--- src/rtl/fetch_pkg.sv ---
// Shared types and constants for the instruction fetch front end.
package fetch_pkg;

    typedef enum logic [1:0] {
        FETCH   = 2'd0,
        DISCARD = 2'd1,
        HALT    = 2'd2
    } fetch_state_e;

    localparam logic [31:0] RESET_PC_DEFAULT = 32'hBFC0_0000;
    localparam int          EXP_ADEL_BIT     = 0;
    localparam int          INST_EXP_W       = 12;

    // PC following a returned pair: one or two words consumed, 32-bit wrap.
    function automatic logic [31:0] pair_next_pc(input logic [31:0] addr,
                                                 input logic        two_words);
        return addr + (two_words ? 32'd8 : 32'd4);
    endfunction

endpackage

--- src/rtl/inst_fetch_ctrl.sv ---
// Fetch sequencer: owns the fetch PC, keeps one dual-word I-cache request
// in flight, writes returned pairs into the instruction FIFO and drops a
// response whose request was overtaken by a redirect.
module inst_fetch_ctrl
    import fetch_pkg::*;
#(
    parameter logic [31:0] RESET_PC = RESET_PC_DEFAULT
) (
    input  logic                  clk,
    input  logic                  rst,
    input  logic                  redirect_valid,
    input  logic [31:0]           redirect_pc,
    input  logic                  fifo_full,
    output logic                  inst_req,
    output logic [31:0]           inst_addr,
    input  logic                  inst_ok,
    input  logic                  inst_ok_2,
    input  logic [31:0]           inst_rdata_1,
    input  logic [31:0]           inst_rdata_2,
    output logic                  fifo_write_en1,
    output logic                  fifo_write_en2,
    output logic [31:0]           fifo_write_data1,
    output logic [31:0]           fifo_write_data2,
    output logic [31:0]           fifo_write_address1,
    output logic [31:0]           fifo_write_address2,
    output logic [INST_EXP_W-1:0] fifo_write_inst_exp1,
    output logic [31:0]           fetch_pc,
    output logic [31:0]           fetch_count,
    output logic [31:0]           discard_count
);

    fetch_state_e state_q, state_d;
    logic [31:0]  fetch_pc_q, fetch_pc_d;
    logic [31:0]  req_addr_q;
    logic         outstanding_q;
    logic [31:0]  fetch_count_q, discard_count_q;
    logic [31:0]  req_base;
    logic         issue, accept, drop, adel;

    assign fetch_pc      = fetch_pc_q;
    assign fetch_count   = fetch_count_q;
    assign discard_count = discard_count_q;

    // State register.
    always_ff @(posedge clk) begin
        if (rst) state_q <= FETCH;
        else     state_q <= state_d;
    end

    // Next-state: a redirect over a pending request waits out its response.
    always_comb begin
        state_d = state_q;
        case (state_q)
            FETCH: begin
                if (redirect_valid && outstanding_q && !inst_ok) state_d = DISCARD;
                else if (adel)                                   state_d = HALT;
            end
            DISCARD: if (inst_ok)        state_d = FETCH;
            HALT:    if (redirect_valid) state_d = FETCH;
            default: state_d = FETCH;
        endcase
    end

    // Output decode: request, FIFO write side and next fetch PC.
    always_comb begin
        req_base             = outstanding_q ? req_addr_q : fetch_pc_q;
        inst_req             = 1'b0;
        inst_addr            = req_base;
        fifo_write_en1       = 1'b0;
        fifo_write_en2       = 1'b0;
        fifo_write_data1     = inst_rdata_1;
        fifo_write_data2     = inst_rdata_2;
        fifo_write_address1  = req_base;
        fifo_write_address2  = req_base + 32'd4;
        fifo_write_inst_exp1 = '0;
        fetch_pc_d           = fetch_pc_q;
        issue                = 1'b0;
        accept               = 1'b0;
        drop                 = 1'b0;
        adel                 = 1'b0;
        if (!rst) begin
            case (state_q)
                FETCH: begin
                    if (redirect_valid) begin
                        // A fresh request is suppressed; a pending one stays up.
                        fetch_pc_d = redirect_pc;
                        if (outstanding_q) begin
                            inst_req = 1'b1;
                            drop     = inst_ok;
                        end
                    end else if (outstanding_q) begin
                        inst_req = 1'b1;
                        accept   = inst_ok;
                    end else if (fetch_pc_q[1:0] != 2'b00) begin
                        adel = !fifo_full;
                    end else if (!fifo_full) begin
                        inst_req = 1'b1;
                        accept   = inst_ok;
                        issue    = !inst_ok;
                    end
                    if (accept) begin
                        fifo_write_en1 = 1'b1;
                        fifo_write_en2 = inst_ok_2;
                        fetch_pc_d     = pair_next_pc(req_base, inst_ok_2);
                    end
                    if (adel) begin
                        fifo_write_en1                     = 1'b1;
                        fifo_write_data1                   = '0;
                        fifo_write_inst_exp1[EXP_ADEL_BIT] = 1'b1;
                    end
                end
                DISCARD: begin
                    inst_req = 1'b1;
                    drop     = inst_ok;
                    if (redirect_valid) fetch_pc_d = redirect_pc;
                end
                HALT: begin
                    if (redirect_valid) fetch_pc_d = redirect_pc;
                end
                default: ;
            endcase
        end
    end

    // Architectural fetch PC.
    always_ff @(posedge clk) begin
        if (rst) fetch_pc_q <= RESET_PC;
        else     fetch_pc_q <= fetch_pc_d;
    end

    // Latched request address and the single-outstanding flag.
    always_ff @(posedge clk) begin
        if (rst) begin
            req_addr_q    <= RESET_PC;
            outstanding_q <= 1'b0;
        end else if (issue) begin
            req_addr_q    <= fetch_pc_q;
            outstanding_q <= 1'b1;
        end else if (accept || drop) begin
            outstanding_q <= 1'b0;
        end
    end

    // Wrapping response counters: written vs dropped.
    always_ff @(posedge clk) begin
        if (rst) begin
            fetch_count_q   <= '0;
            discard_count_q <= '0;
        end else begin
            if (accept) fetch_count_q   <= fetch_count_q + 32'd1;
            if (drop)   discard_count_q <= discard_count_q + 32'd1;
        end
    end

endmodule
--- config.mk ---
export PLATFORM = sky130hd
export DESIGN_NAME = inst_fetch_ctrl
export DESIGN_NICKNAME = d
export VERILOG_FILES = /design/src/rtl/fetch_pkg.sv /design/src/rtl/inst_fetch_ctrl.sv
export SDC_FILE = /design/constraint.sdc
export NUM_CORES = 1
export LEC_CHECK = 0
export ABC_AREA = 1
export BUFFER_PORTS_ARGS = -buffer_cell sky130_fd_sc_hd__buf_2
export CORE_AREA = 2 2 147 149
export CTS_BUF_LIST = sky130_fd_sc_hd__clkbuf_4 sky130_fd_sc_hd__clkbuf_8 sky130_fd_sc_hd__clkbuf_16
export DETAILED_ROUTE_END_ITERATION = 8
export DIE_AREA = 0 0 149 151
export PLACE_DENSITY = 0.84
export SLEW_MARGIN = 20
export SYNTH_ARGS = -nofsm -noshare
export SYNTH_HDL_FRONTEND = slang
export SYNTH_SLANG_ARGS = --single-unit
--- constraint.sdc ---
create_clock -name clk -period 2.8 [get_ports clk]
set_input_delay 0.56 -clock clk [delete_from_list [all_inputs] [get_ports clk]]
set_output_delay 0.56 -clock clk [all_outputs]
set_load 0.005 [all_outputs]
After elaboration in Yosys (flattened, before gate mapping)
Index checks and enable logic that the tools add are counted.
Storage, ports and cells
  register bits: 131
  output and inout bits: 271
  logic and storage cells: 83
Cells by class
  $add $sub $neg: 4
  eq/ne operators: 5
  multiplexer cells: 57
  reductions and logical operators: 11
Operators with widths (count)
  $mux 32: 6
  $add 32x1->32 const B: 2
  $pmux 32 s2: 1
  $mux 1: 42
  $add 32x3->32 const B: 1
  $add 32x4->32: 1
  $mux 2: 4
  $pmux 2 s3: 1
  $reduce_bool 2->1: 3
  $mux 4: 1
  $ne 2x2->1 const B: 2
  $pmux 1 s2: 2
  $ne 3x3->1 const B: 1
  $reduce_and 3->1: 1
  $eq 2x1->1 const B: 1
  $eq 2x2->1 const B: 1
  $logic_and 1x1->1: 2
  $logic_not 1->1: 2
  $logic_not 2->1: 1
  $reduce_or 2->1: 1
  $logic_or 1x1->1: 1

Depth between registers and ports, before layout
  depth in word-level cells: 11
  depth in mapped cells: 17

Least setup slack after synthesis
Ideal clock, no wire load.
  kind: reg-to-reg
  start point: register outstanding_q
  end point: register fetch_pc_q[26] (netlist: fetch_pc[26])
  library setup time: 0.116 ns
  arrival time: 2.428 ns
  required time: 2.684 ns
  setup slack: 0.256 ns
  stages on the path, launching flop included: 18
  clock period less this slack: 2.544 ns
  path through: dfxtp_1 > buf_6 > buf_6 > nand2_1 > o21ai_1 > inv_1 > ha_1 > inv_1 > fa_1 > nand3b_1 > nor2_2 > nand3_2 > nor2_4 > nand2_1 > nand2_1 > nand2_1 > o21ai_1 > nand2_1
On the way
  elaborated cells between the ends (all ways): 8
  those cells by class: 1 x add/sub; 7 x mux
RTL lines
  start: declaration: line inst_fetch_ctrl.sv:35  | logic outstanding_q;
  start signal: assignment: line inst_fetch_ctrl.sv:135  | outstanding_q <= 1'b0;
  start signal: assignment: line inst_fetch_ctrl.sv:138  | outstanding_q <= 1'b1;
  start signal: assignment: line inst_fetch_ctrl.sv:140  | outstanding_q <= 1'b0;
  $mux 32: line inst_fetch_ctrl.sv:66  | req_base = outstanding_q ? req_addr_q : fetch_pc_q;
  named net fifo_write_address1[2]: line inst_fetch_ctrl.sv:24  | output logic [31:0] fifo_write_address1,
  $add 32x4->32: line fetch_pkg.sv:17  | return addr + (two_words ? 32'd8 : 32'd4);
  $mux 32: line inst_fetch_ctrl.sv:101  | if (accept) begin
  $pmux 32 s2: line inst_fetch_ctrl.sv:82  | case (state_q)
  end signal: assignment: line inst_fetch_ctrl.sv:128  | else fetch_pc_q <= fetch_pc_d;
  end: declaration: line inst_fetch_ctrl.sv:33  | logic [31:0] fetch_pc_q, fetch_pc_d;
The timed path passes the listed nets, and every way through them passes these cells. The select of a mux whose other input is x is not followed.
A chain may end at the register's enable or synchronous reset.

Worst setup path after layout
  start point: register outstanding_q
  end point: output port fifo_write_address2[15]
On the way
  longest elaborated chain between the ends: 2
Ends and longest elaborated chain
  $mux 32: line inst_fetch_ctrl.sv:66
  $add 32x3->32: line inst_fetch_ctrl.sv:74  | fifo_write_address2 = req_base + 32'd4;
  end: declaration: line inst_fetch_ctrl.sv:25  | output logic [31:0] fifo_write_address2,
No other way between the ends.

==> results.tsv <==
metric	value	unit
outcome	complete, but fails checks	
failed_checks	negative setup slack	
totalWireLength	33940	µm
multiInputGateArea	5513	µm²
final_max_slew_viols	0	
tightest_slew	0.8579	ns
critPathKind	register to primary output	
nets	1867	
fin_skew	0.008916	ns
dr.max_layer_used	met5	
r2r-end	fetch_pc[30]$_SDFFE_PP0P_	
via_count	10710	
clock_tree.root_cell	sky130_fd_sc_hd__clkbuf_16	
globalRouteOverflowTotal	0	
hold_slack	0.4241	ns
tritoncts	yes	
final.setup.tns	-0.2657	ns
met2_wirelength	16350	µm
drcViolationCount	0	
netlist_area_pre_place	9134	µm²
max_vdd_drop	0.4079	mV
rsz0062_at_grt	true	
total_global_route_track_usage	27.45	%
final-seq-area	2626	µm²
source_of_the_worst_hold_timing_path	redirect_pc[9]	
chipHeight	151	µm
netlist_top_cells_count	339 x sky130_fd_sc_hd__nand2_1, 166 x sky130_fd_sc_hd__inv_1, 143 x sky130_fd_sc_hd__nor2_1	
whs_endpoint	fetch_pc[9]$_SDFFE_PP0P_	
dpl_worst_slack	0.08209	ns
final_layout_size_suffix_gt1_share	35.46	%
yosysWarnings	0	
wire_per_inst	16.61	µm
clock_tree.htree_level_count	4	
core	20820	µm²
die-area	22500	µm²
area_growth	35.68	%
synth_instances	1428	
yosys.cell_count.top_type	sky130_fd_sc_hd__nand2_1	
rows	53	
grt_start_max_net_pins	86	
power.static_leakage	0.006035	µW
synth_enable_flop_cells	0	
finalWeightedCongestion	0.9371	
dominantRegCellSynth	sky130_fd_sc_hd__dfxtp_1	
avgViaCountPerCell	5.239	
dr.pass1.iters	6	
ports_placed_on_the_boundary	373	
power	6483	µW
share_of_the_cycle_needed_by_the_critical_path_after_routing	102.0	%
final_period_minus_worst_setup_slack	2.855	ns
crit_path_max_fanout	9	
relSlewSlack	42.81	%
synthArstFlopShare	0	%
timing.reg2reg.worst_path_depth	17	
worstSetupEndpointType	primary output	
avgSynthCellArea	6.396	µm²
grt_pass1_vias	9291	
synthDominantAreaCellType	sky130_fd_sc_hd__dfxtp_1	
initial_core_util	43.86	%
synth_cell_types	50	
wl_met3	2957	µm
cts_hold_buf	0	
ant_nets	0	
dieWidth	149	µm
post-route-worst-setup-slack	-0.05501	ns
synth_top_cells_by_area	sky130_fd_sc_hd__dfxtp_1 29%, sky130_fd_sc_hd__nand2_1 14%, sky130_fd_sc_hd__inv_1 6.8%, sky130_fd_sc_hd__buf_4 6.7%, sky130_fd_sc_hd__a21oi_1 6.0%	
dpl.hpwl	23300	µm
worstHoldPathType	primary input to register	
met1Wirelength	13060	µm
setup_viol	8	
worstReg2RegStart	outstanding_q$_SDFFE_PP0P_	
cts_inserted_buffers	17	
clock_sinks	131	
synth-seq-cells	131	
timing.critical_path.required	2.24	ns
drv_cap	0	
synth_largest_type_area_fraction	28.71	%
grt_first_pass_wirelength	48610	µm
cells_on_worst_hold_path	3	
port-buffer-count	297	
power-per-cell-area	523.1	nW/µm²
worst_setup_hold_path_clk_slew	0.06	ns
drt_iter0_markers	836	
clock_latency	0.43	ns
timing.reg2reg.setup_slack	0.07	ns
cp-start-kind	register	
cts.path.max_buffers	2	
finalHoldViolCount	0	
ys_seq_area_share	28.71	%
antenna_found_initial	3	
fmax	350.3	MHz
fill_cells	1835	
worst-endpoint-arrival	2.30	ns
-- logic make-up (layout without fill, tap and decap cells) --
kind of cell / after synthesis / in the layout / share of synthesized area, %
AOI/OAI and AO/OA: 240 / 240 / 14.11
buffers and inverters: 307 / 637 / 16.62
adders and majority gates: 10 / 10 / 1.452
xor gates and xnor gates: 41 / 41 / 3.932
DFF: 131 / 131 / 28.71
and+or+nand+nor: 698 / 698 / 35.14
other: 1 / 12 / 0.04106
-- repair_timing --
item / 4_1_cts / 5_1_grt
pin swaps: 25 / 55
buffers inserted: 35 / 61
cloned: 2 / 2
setup endpoints to repair: 21 / 34
resized for setup: 86 / 62
hold endpoints to repair: 0 / 0
-- cells in the final DEF (no fill, tap or decap), types with 20 or more instances in the layout --
master | netlist | final
sky130_fd_sc_hd__nand2_1 | 339 | 302
sky130_fd_sc_hd__o21ai_0 | 91 | 91
sky130_fd_sc_hd__buf_4 | 82 | 111
sky130_fd_sc_hd__nor2_4 | 9 | 26
sky130_fd_sc_hd__nand3_1 | 72 | 70
sky130_fd_sc_hd__nand2_4 | 4 | 33
sky130_fd_sc_hd__dfxtp_1 | 131 | 130
sky130_fd_sc_hd__nor3_1 | 30 | 28
sky130_fd_sc_hd__nand2_2 | 34 | 42
sky130_fd_sc_hd__nand4_1 | 20 | 20
sky130_fd_sc_hd__a21oi_1 | 109 | 109
sky130_fd_sc_hd__xor2_1 | 32 | 31
sky130_fd_sc_hd__buf_2 | 5 | 297
sky130_fd_sc_hd__inv_1 | 166 | 161
sky130_fd_sc_hd__nor2_1 | 143 | 127
-- state kept, by name (all words and copies together), names as in the netlist --
name,flops
discard_count,32
fetch_count,32
fetch_pc,32
outstanding_q,1
req_addr_q,32
state_q,2
-- where the power goes --
group	internal (µW)	total (µW)	switching, µW
clock	1310	2220	915
sequential	2000	2140	136
combinational	889	2120	1240
total	4200	6480	2290
-- how the worst max path moves through the flow --
| stage | startpoint | end | slack [ns] |
|---|---|---|---|
| floorplan | outstanding_q$_SDFFE_PP0P_ | fetch_pc[26]$_SDFFE_PP1P_ | 0.26 |
| global placement | outstanding_q$_SDFFE_PP0P_ | fifo_write_address2[27] | 0.08 |
| detailed placement | outstanding_q$_SDFFE_PP0P_ | fifo_write_address2[27] | 0.08 |
| CTS | outstanding_q$_SDFFE_PP0P_ | fifo_write_address2[31] | -0.04 |
| global route | outstanding_q$_SDFFE_PP0P_ | fifo_write_address2[25] | -0.13 |
| finish | outstanding_q$_SDFFE_PP0P_ | fifo_write_address2[15] | -0.06 |
-- critical path: stages, from the launching register on --
cell and delay, ns:
sky130_fd_sc_hd__dfxtp_4 0.37, sky130_fd_sc_hd__buf_12 0.14, sky130_fd_sc_hd__clkinv_8 0.07, sky130_fd_sc_hd__buf_6 0.11, sky130_fd_sc_hd__nand2_1 0.09, sky130_fd_sc_hd__nand2_4 0.14, sky130_fd_sc_hd__nand2_4 0.10, sky130_fd_sc_hd__nor2_4 0.15
sky130_fd_sc_hd__nand2_4 0.07, sky130_fd_sc_hd__nor3_4 0.18, sky130_fd_sc_hd__buf_4 0.16, sky130_fd_sc_hd__xor2_1 0.14, sky130_fd_sc_hd__buf_2 0.13
-- per-stage QoR --
step	instances	cell area, µm²	util, %
2_1_floorplan	1438	9171	-
3_3_place_gp	1911	10390	49.90
3_5_place_dp	1911	10390	49.90
4_1_cts	1980	11640	55.88
5_1_grt	2043	12390	59.51
6_report	2044	12390	59.52
-- final cells by class --
class,count,area share (%)
well taps,275,2.776
multi-input cells,1000,44.48
repair inverters,1,0.09086
clock buffers,20,3.766
diodes,1,0.02019
clock inverters,12,0.9793
repair buffers,426,21.14
flip-flops and latches,131,21.19
inverters,178,5.553
-- per-layer routing --
layer	vias to the layer above	global-route usage (%)
met3	115	5.542
met1	4898	33.59
li1	5124	-
met4	4	14.48
met2	568	45.67
met5	-	0
No activity file was read; power rests on OpenSTA's default activity.
